## config.mk

```make
export PLATFORM = sky130hd
export DESIGN_NAME = bus_write_fifo_flat
export DESIGN_NICKNAME = d
export VERILOG_FILES = /design/src/rtl/bus_write_fifo_if.sv /design/src/rtl/bus_write_fifo.sv /design/src/flat_wrapper.sv
export SDC_FILE = /design/constraint.sdc
export NUM_CORES = 1
export LEC_CHECK = 0
export CORE_ASPECT_RATIO = 0.7
export CORE_UTILIZATION = 60
export DETAILED_ROUTE_END_ITERATION = 10
export PLACE_DENSITY = 0.87
export SLEW_MARGIN = 20
export SYNTH_ARGS = -nofsm -noshare
export SYNTH_HDL_FRONTEND = slang
export SYNTH_SLANG_ARGS = --single-unit
```

## constraint.sdc

```tcl
create_clock -name clk -period 8.55 [get_ports clk]
set_input_delay 0.855 -clock clk [delete_from_list [all_inputs] [get_ports clk]]
set_output_delay 0.855 -clock clk [all_outputs]
set_load 0.02 [all_outputs]
```

## src/rtl/bus_write_fifo_if.sv

```systemverilog
// Snooped CPU write-cycle signals plus the FIFO read-side valid/ready handshake.
// BUS_WRITE_FIFO_TSTAMP_EN adds the per-entry rd_tstamp output.
interface bus_write_fifo_if #(
  parameter int AW       = 14,
  parameter int WIN_BITS = 4
);
  logic                _ads;
  logic                m_io;
  logic                w_r;
  logic [AW-1:0]       addr;
  logic [3:0]          _be;
  logic [31:0]         din;
  logic                oe;
  logic                bce;
  logic                rd_valid;
  logic                rd_ready;
  logic [WIN_BITS-1:0] rd_addr;
  logic [3:0]          rd_be;
  logic [31:0]         rd_data;
`ifdef BUS_WRITE_FIFO_TSTAMP_EN
  logic [15:0]         rd_tstamp;

  modport slave (
    input  _ads, m_io, w_r, addr, _be, din, oe, bce, rd_ready,
    output rd_valid, rd_addr, rd_be, rd_data, rd_tstamp
  );
  modport master (
    output _ads, m_io, w_r, addr, _be, din, oe, bce, rd_ready,
    input  rd_valid, rd_addr, rd_be, rd_data, rd_tstamp
  );
`else
  modport slave (
    input  _ads, m_io, w_r, addr, _be, din, oe, bce, rd_ready,
    output rd_valid, rd_addr, rd_be, rd_data
  );
  modport master (
    output _ads, m_io, w_r, addr, _be, din, oe, bce, rd_ready,
    input  rd_valid, rd_addr, rd_be, rd_data
  );
`endif
endinterface

```

## src/rtl/bus_write_fifo.sv

```systemverilog
// Snoops CPU I/O writes hitting a decoded window and queues {offset, be, data} for the MCU.
// Define BUS_WRITE_FIFO_TSTAMP_EN to store a 16-bit free-running cycle stamp per entry.
//
// state    | meaning
// ST_IDLE  | no qualifying write in flight
// ST_ARMED | hit decoded at _ads, waiting for T2 (oe & bce) to capture
module bus_write_fifo #(
  parameter int            AW        = 14,
  parameter int            WIN_BITS  = 4,
  parameter logic [AW-1:0] BASE_ADDR = 14'h0C0,
  parameter int            DEPTH_LG2 = 3
) (
  input  logic               clk,
  input  logic               _rst,
  bus_write_fifo_if.slave    bus,
  output logic [DEPTH_LG2:0] count,
  output logic               overflow,
  input  logic               ovf_clr
);

  localparam int DEPTH_N = 1 << DEPTH_LG2;
  localparam logic [DEPTH_LG2:0] DEPTH = {1'b1, {DEPTH_LG2{1'b0}}};
`ifdef BUS_WRITE_FIFO_TSTAMP_EN
  localparam int EW = WIN_BITS + 4 + 32 + 16;
`else
  localparam int EW = WIN_BITS + 4 + 32;
`endif

  localparam logic [0:0] ST_IDLE  = 1'b0;
  localparam logic [0:0] ST_ARMED = 1'b1;

  logic [0:0]          state;
  logic [WIN_BITS-1:0] offset_q;
  logic [3:0]          be_q;
  logic [DEPTH_LG2:0]  wr_cnt, rd_cnt, wr_cnt_next, rd_cnt_next;
  logic [DEPTH_LG2:0]  count_next, cnt_after_pop;
  logic [EW-1:0]       mem [DEPTH_N];
  logic [EW-1:0]       push_entry, head_next;
  logic                hit, capture, full, pop, push_ok, ovf_set, load_head;

  assign hit = !bus.m_io && bus.w_r &&
               (bus.addr[AW-1:WIN_BITS] == BASE_ADDR[AW-1:WIN_BITS]) &&
               (bus._be != 4'hF);
  assign capture = (state == ST_ARMED) && bus.oe && bus.bce;

  assign count         = wr_cnt - rd_cnt;
  assign full          = (count == DEPTH);
  assign pop           = bus.rd_valid && bus.rd_ready;
  assign push_ok       = capture && (!full || pop);
  assign ovf_set       = capture && full && !pop;
  assign wr_cnt_next   = wr_cnt + {{DEPTH_LG2{1'b0}}, push_ok};
  assign rd_cnt_next   = rd_cnt + {{DEPTH_LG2{1'b0}}, pop};
  assign count_next    = wr_cnt_next - rd_cnt_next;
  assign cnt_after_pop = count - {{DEPTH_LG2{1'b0}}, pop};

`ifdef BUS_WRITE_FIFO_TSTAMP_EN
  logic [15:0] tstamp;

  always_ff @(posedge clk or negedge _rst) begin
    if (!_rst) tstamp <= '0;
    else       tstamp <= tstamp + 16'd1;
  end

  assign push_entry = {offset_q, be_q, bus.din, tstamp};
`else
  assign push_entry = {offset_q, be_q, bus.din};
`endif

  // When nothing older survives the pop, the new head is the entry being pushed now.
  assign head_next = (cnt_after_pop == '0) ? push_entry : mem[rd_cnt_next[DEPTH_LG2-1:0]];
  assign load_head = (count_next != '0) && (pop || (count == '0));

  always_ff @(posedge clk or negedge _rst) begin
    if (!_rst) begin
      state    <= ST_IDLE;
      offset_q <= '0;
      be_q     <= '0;
    end else if (!bus._ads) begin
      state    <= hit ? ST_ARMED : ST_IDLE;
      offset_q <= bus.addr[WIN_BITS-1:0];
      be_q     <= ~bus._be;
    end else if ((state == ST_ARMED) && (capture || !bus.bce)) begin
      state <= ST_IDLE;
    end
  end

  always_ff @(posedge clk) begin
    if (push_ok) mem[wr_cnt[DEPTH_LG2-1:0]] <= push_entry;
  end

  always_ff @(posedge clk or negedge _rst) begin
    if (!_rst) begin
      wr_cnt   <= '0;
      rd_cnt   <= '0;
      overflow <= 1'b0;
    end else begin
      wr_cnt <= wr_cnt_next;
      rd_cnt <= rd_cnt_next;
      if (ovf_set)      overflow <= 1'b1;
      else if (ovf_clr) overflow <= 1'b0;
    end
  end

  always_ff @(posedge clk or negedge _rst) begin
    if (!_rst) begin
      bus.rd_valid <= 1'b0;
      bus.rd_addr  <= '0;
      bus.rd_be    <= '0;
      bus.rd_data  <= '0;
`ifdef BUS_WRITE_FIFO_TSTAMP_EN
      bus.rd_tstamp <= '0;
`endif
    end else begin
      bus.rd_valid <= (count_next != '0);
      if (load_head) begin
`ifdef BUS_WRITE_FIFO_TSTAMP_EN
        {bus.rd_addr, bus.rd_be, bus.rd_data, bus.rd_tstamp} <= head_next;
`else
        {bus.rd_addr, bus.rd_be, bus.rd_data} <= head_next;
`endif
      end
    end
  end

endmodule

```

## src/flat_wrapper.sv

```systemverilog
// flat-port wrapper written by rule: the top's interface ports become plain ports
module bus_write_fifo_flat 
#(
  parameter int            AW        = 14,
  parameter int            WIN_BITS  = 4,
  parameter logic [AW-1:0] BASE_ADDR = 14'h0C0,
  parameter int            DEPTH_LG2 = 3
)
  (clk, _rst, count, overflow, ovf_clr, bus__ads, bus_m_io, bus_w_r, bus_addr, bus__be, bus_din, bus_oe, bus_bce, bus_rd_ready, bus_rd_valid, bus_rd_addr, bus_rd_be, bus_rd_data);
  bus_write_fifo_if #(.AW(AW), .WIN_BITS(WIN_BITS)) bus_i ();
  input  logic clk;
  input  logic _rst;
  output logic [DEPTH_LG2:0] count;
  output logic overflow;
  input  logic ovf_clr;
  input wire logic [$bits(bus_i._ads)-1:0] bus__ads;
  input wire logic [$bits(bus_i.m_io)-1:0] bus_m_io;
  input wire logic [$bits(bus_i.w_r)-1:0] bus_w_r;
  input wire logic [$bits(bus_i.addr)-1:0] bus_addr;
  input wire logic [$bits(bus_i._be)-1:0] bus__be;
  input wire logic [$bits(bus_i.din)-1:0] bus_din;
  input wire logic [$bits(bus_i.oe)-1:0] bus_oe;
  input wire logic [$bits(bus_i.bce)-1:0] bus_bce;
  input wire logic [$bits(bus_i.rd_ready)-1:0] bus_rd_ready;
  output wire logic [$bits(bus_i.rd_valid)-1:0] bus_rd_valid;
  output wire logic [$bits(bus_i.rd_addr)-1:0] bus_rd_addr;
  output wire logic [$bits(bus_i.rd_be)-1:0] bus_rd_be;
  output wire logic [$bits(bus_i.rd_data)-1:0] bus_rd_data;
  assign bus_i._ads = bus__ads;
  assign bus_i.m_io = bus_m_io;
  assign bus_i.w_r = bus_w_r;
  assign bus_i.addr = bus_addr;
  assign bus_i._be = bus__be;
  assign bus_i.din = bus_din;
  assign bus_i.oe = bus_oe;
  assign bus_i.bce = bus_bce;
  assign bus_i.rd_ready = bus_rd_ready;
  assign bus_rd_valid = bus_i.rd_valid;
  assign bus_rd_addr = bus_i.rd_addr;
  assign bus_rd_be = bus_i.rd_be;
  assign bus_rd_data = bus_i.rd_data;
  bus_write_fifo #(.AW(AW), .WIN_BITS(WIN_BITS), .BASE_ADDR(BASE_ADDR), .DEPTH_LG2(DEPTH_LG2)) u_core (.clk(clk), ._rst(_rst), .bus(bus_i), .count(count), .overflow(overflow), .ovf_clr(ovf_clr));
endmodule
```

==> results.toml <==
[outcome]
status = "finished, final reports clean"

[clock_tree]
tritoncts = "done"
cts.sinks = 379
cts_resized = 0
clk_transition_reported_paths_ns = 0.07
clkLatencyLatePin_ns = 0.51
clock-root-buffer = "clkbuf_16"
holdBufCountCts = 0
clockBufferDepth = 3
cts_buffers = 35
post_cts_buffers = 0
ctsHtreeMaxLevel = 2

[sta]
clock_skew_ns = 0.0159
fmax_mhz = 180
slew_headroom_pct = 20.9
maxSlewViolCount = 0
final.period_utilization_pct = 64.9
rsz0062_at_grt = "false"
tns_ns = 0
worstMarginPinSlew_ns = 1.19
report.final.hold_viol_count = 0
fin_ws_ns = 3.00
period_minus_slack_ns = 5.55
setup-violations-final = 0

[setup_path]
endpoint = "u_core.bus.rd_be[0]"
critPathSlowestCell = "a22oi_4"
worst_r2r_endpoint = "u_core.bus.rd_be[0]"
critical_path.cell_chain = "clkdlybuf4s50_1 > nand2_1 > inv_1 > ha_4 > ha_2 > buf_4 > inv_2 > ha_1 > a21o_1 > a21oi_1 > xnor3_1 > a22oi_4 > buf_4 > mux2_2"
endpoint_kind = "register"
r2r_slack_ns = 3.18
path_max_fanout = 42
cp-startpoint = "bus_rd_ready"
cpPeakStageDelay_ns = 0.98
r2r_cells = 15
cp.required_ns = 8.93
path_class = "in2reg"
arrival_ns = 5.93
crit_path_start_kind = "input pin"
r2r-start = "u_core.wr_cnt[1]"
crit_top_cell = "buf_4"

[finish]
regArea_um2 = 11100
fillCellCount = 1451
multi_input_area_um2 = 3850
num_antenna_cells = 0
final_cell_mix = "edfxtp_1 (320), nand2_1 (128), clkdlybuf4s50_1 (103), mux2_2 (82), mux4_2 (80)"
final_common_cell = "edfxtp_1"
drive_gt1_share_pct = 26.6
nets = 973
area_delta_synth_final_pct = 17.1

[grt]
overflow = 0
grt_pass1_vias = 8003
antenna_found_initial = 0
grt_pass1_wl_um = 46900
grt.total_usage_pct = 24.8
grt_max_degree = 60

[floorplanning]
core_area_um2 = 24700
num_rows = 48
die_x_um = 191
die_area_um2 = 25800
die_y_um = 135
io_pins = 105
start_util_pct = 61.1

[synthesis]
yosysTopAreaCell = "edfxtp_1"
ys_warn_count = 0
synth_cells = 783
synth_top_cell_area_share_pct = 63.7
ys_ff_latch = 379
yosys-top-cells-area = "edfxtp_1 (64%), mux4_2 (12%), dfrtp_1 (9.8%)"
yosysUniqueCellTypes = 39
syn_area_um2 = 15100
syn_nets = 854
yosysSeqAreaShare_pct = 73.5
synth.avg_cell_area_um2 = 19.3

[detailed_routing]
drt_first_pass_iters = 4
vias = 7658
drc_errors = 0
drtIter0Drc = 660
vias_per_cell = 6.11
wl_um = 30500
wl_per_cell_um = 24.4
drtAntennaViolNets = 0

[placed_design]
pre_cts_ws_ns = 2.48
dp_hpwl_um = 16400
portBuffers = 104
routabilityCongestion = 0.814

[power]
leakage_nw = 6.13
ir_worst_vdd_uv = 242
powerDensity_nw_per_um2 = 345

[hold_path]
hold_class = "in2async"

[flow_run]
drv_cap = 0
## synthesized netlist by cell type, drive strengths merged
cell type	count
o21ai	6
fa	1
nand2	128
nand4b	1
o21a	1
mux4	80
a21bo	1
nand2b	3
xor2	2
nor2b	1
a22oi	1
buf	27
nand3b	1
edfxtp	320
a21oi	3
or3	1
mux2	84
a21o	1
dfrtp	59
ha	11
nand4	1
nor2	6
and3	1
nor3	4
nand3	5
and2	2
clkbuf	9
inv	11
xnor2	6
xnor3	1
o22ai	1
nor4	1
a211o	2
nor4b	1
## metrics by stage
stage / total power, W / hold slack, ns / area, µm² / cells / utilization [%]
after global routing: 0.00637 / 0.523 / 17700 / 1253 / 71.5
after CTS: 0.00615 / 0.498 / 17700 / 1253 / 71.5
final: 0.00609 / 0.466 / 17700 / 1253 / 71.5
after detailed placement: 0.00460 / 0.492 / 16500 / 1190 / 67.0
after global placement: 0.00452 / 0.474 / 16500 / 1190 / 67.0
after floorplan: 0.00394 / 0.502 / 15100 / 783 / -
## cells by family after synthesis
kind of cell / after synthesis / share of synthesized area (%)
DFF: 379 / 73.5
AOI/OAI and AO/OA: 16 / 0.763
xor gates and xnor gates: 9 / 0.664
and+or+nand+nor: 156 / 4.25
muxes: 164 / 18.2
buffers and inverters: 47 / 1.54
adders and majority gates: 12 / 1.05
## worst min path at each step
stage	start	slack, ns	to	cells after the start
6_report	_rst	0.47	u_core.bus.rd_data[29]	1
5_1_grt	u_core.bus.rd_data[17]	0.52	u_core.bus.rd_data[17]	1
4_1_cts	_rst	0.50	u_core.offset_q[3]	1
3_5_place_dp	u_core.bus.rd_data[6]	0.49	u_core.bus.rd_data[6]	1
3_3_place_gp	u_core.bus.rd_data[6]	0.47	u_core.bus.rd_data[6]	1
2_1_floorplan	u_core.state	0.50	u_core.state	2
## critical path, delay by kind of cell
kind | cells | cell delay, ns
AOI/OAI and AO/OA | 3 | 1.33
adders and majority gates | 3 | 0.96
muxes | 1 | 0.37
and+or+nand+nor | 1 | 0.13
xor gates and xnor gates | 1 | 0.30
buffers and inverters | 5 | 1.95
## layer usage
metal	track usage [%]	vias to the layer above	share of wire, %
met5	0	-	0
li1	-	3292	-
met4	5.16	0	1.4
met3	3.69	37	6.7
met2	40.8	315	50
met1	36.1	4014	42
## state kept, by name, summed over array words and instances (netlist names)
register and count:
u_core.be_q 4, u_core.bus.rd_addr 4, u_core.bus.rd_be 4, u_core.bus.rd_data 32, u_core.bus.rd_valid 1, u_core.mem 320, u_core.offset_q 4, u_core.overflow 1
u_core.rd_cnt 4, u_core.state 1, u_core.wr_cnt 4
## power breakdown
part	switching, W	internal (W)
sequential	0.0000788	0.00213
clock	0.000643	0.000888
combinational	0.00116	0.00119
total	0.00188	0.00421
## area by class of cell
cell class / instances / area share (%)
clock inverter: 14 / 0.666
inverter: 11 / 0.234
sequential: 379 / 62.8
tap: 325 / 2.30
timing repair buffer: 118 / 6.48
multi-input combinational: 357 / 21.8
clock buffer: 49 / 5.73
Power figures use the tool's default switching activity.
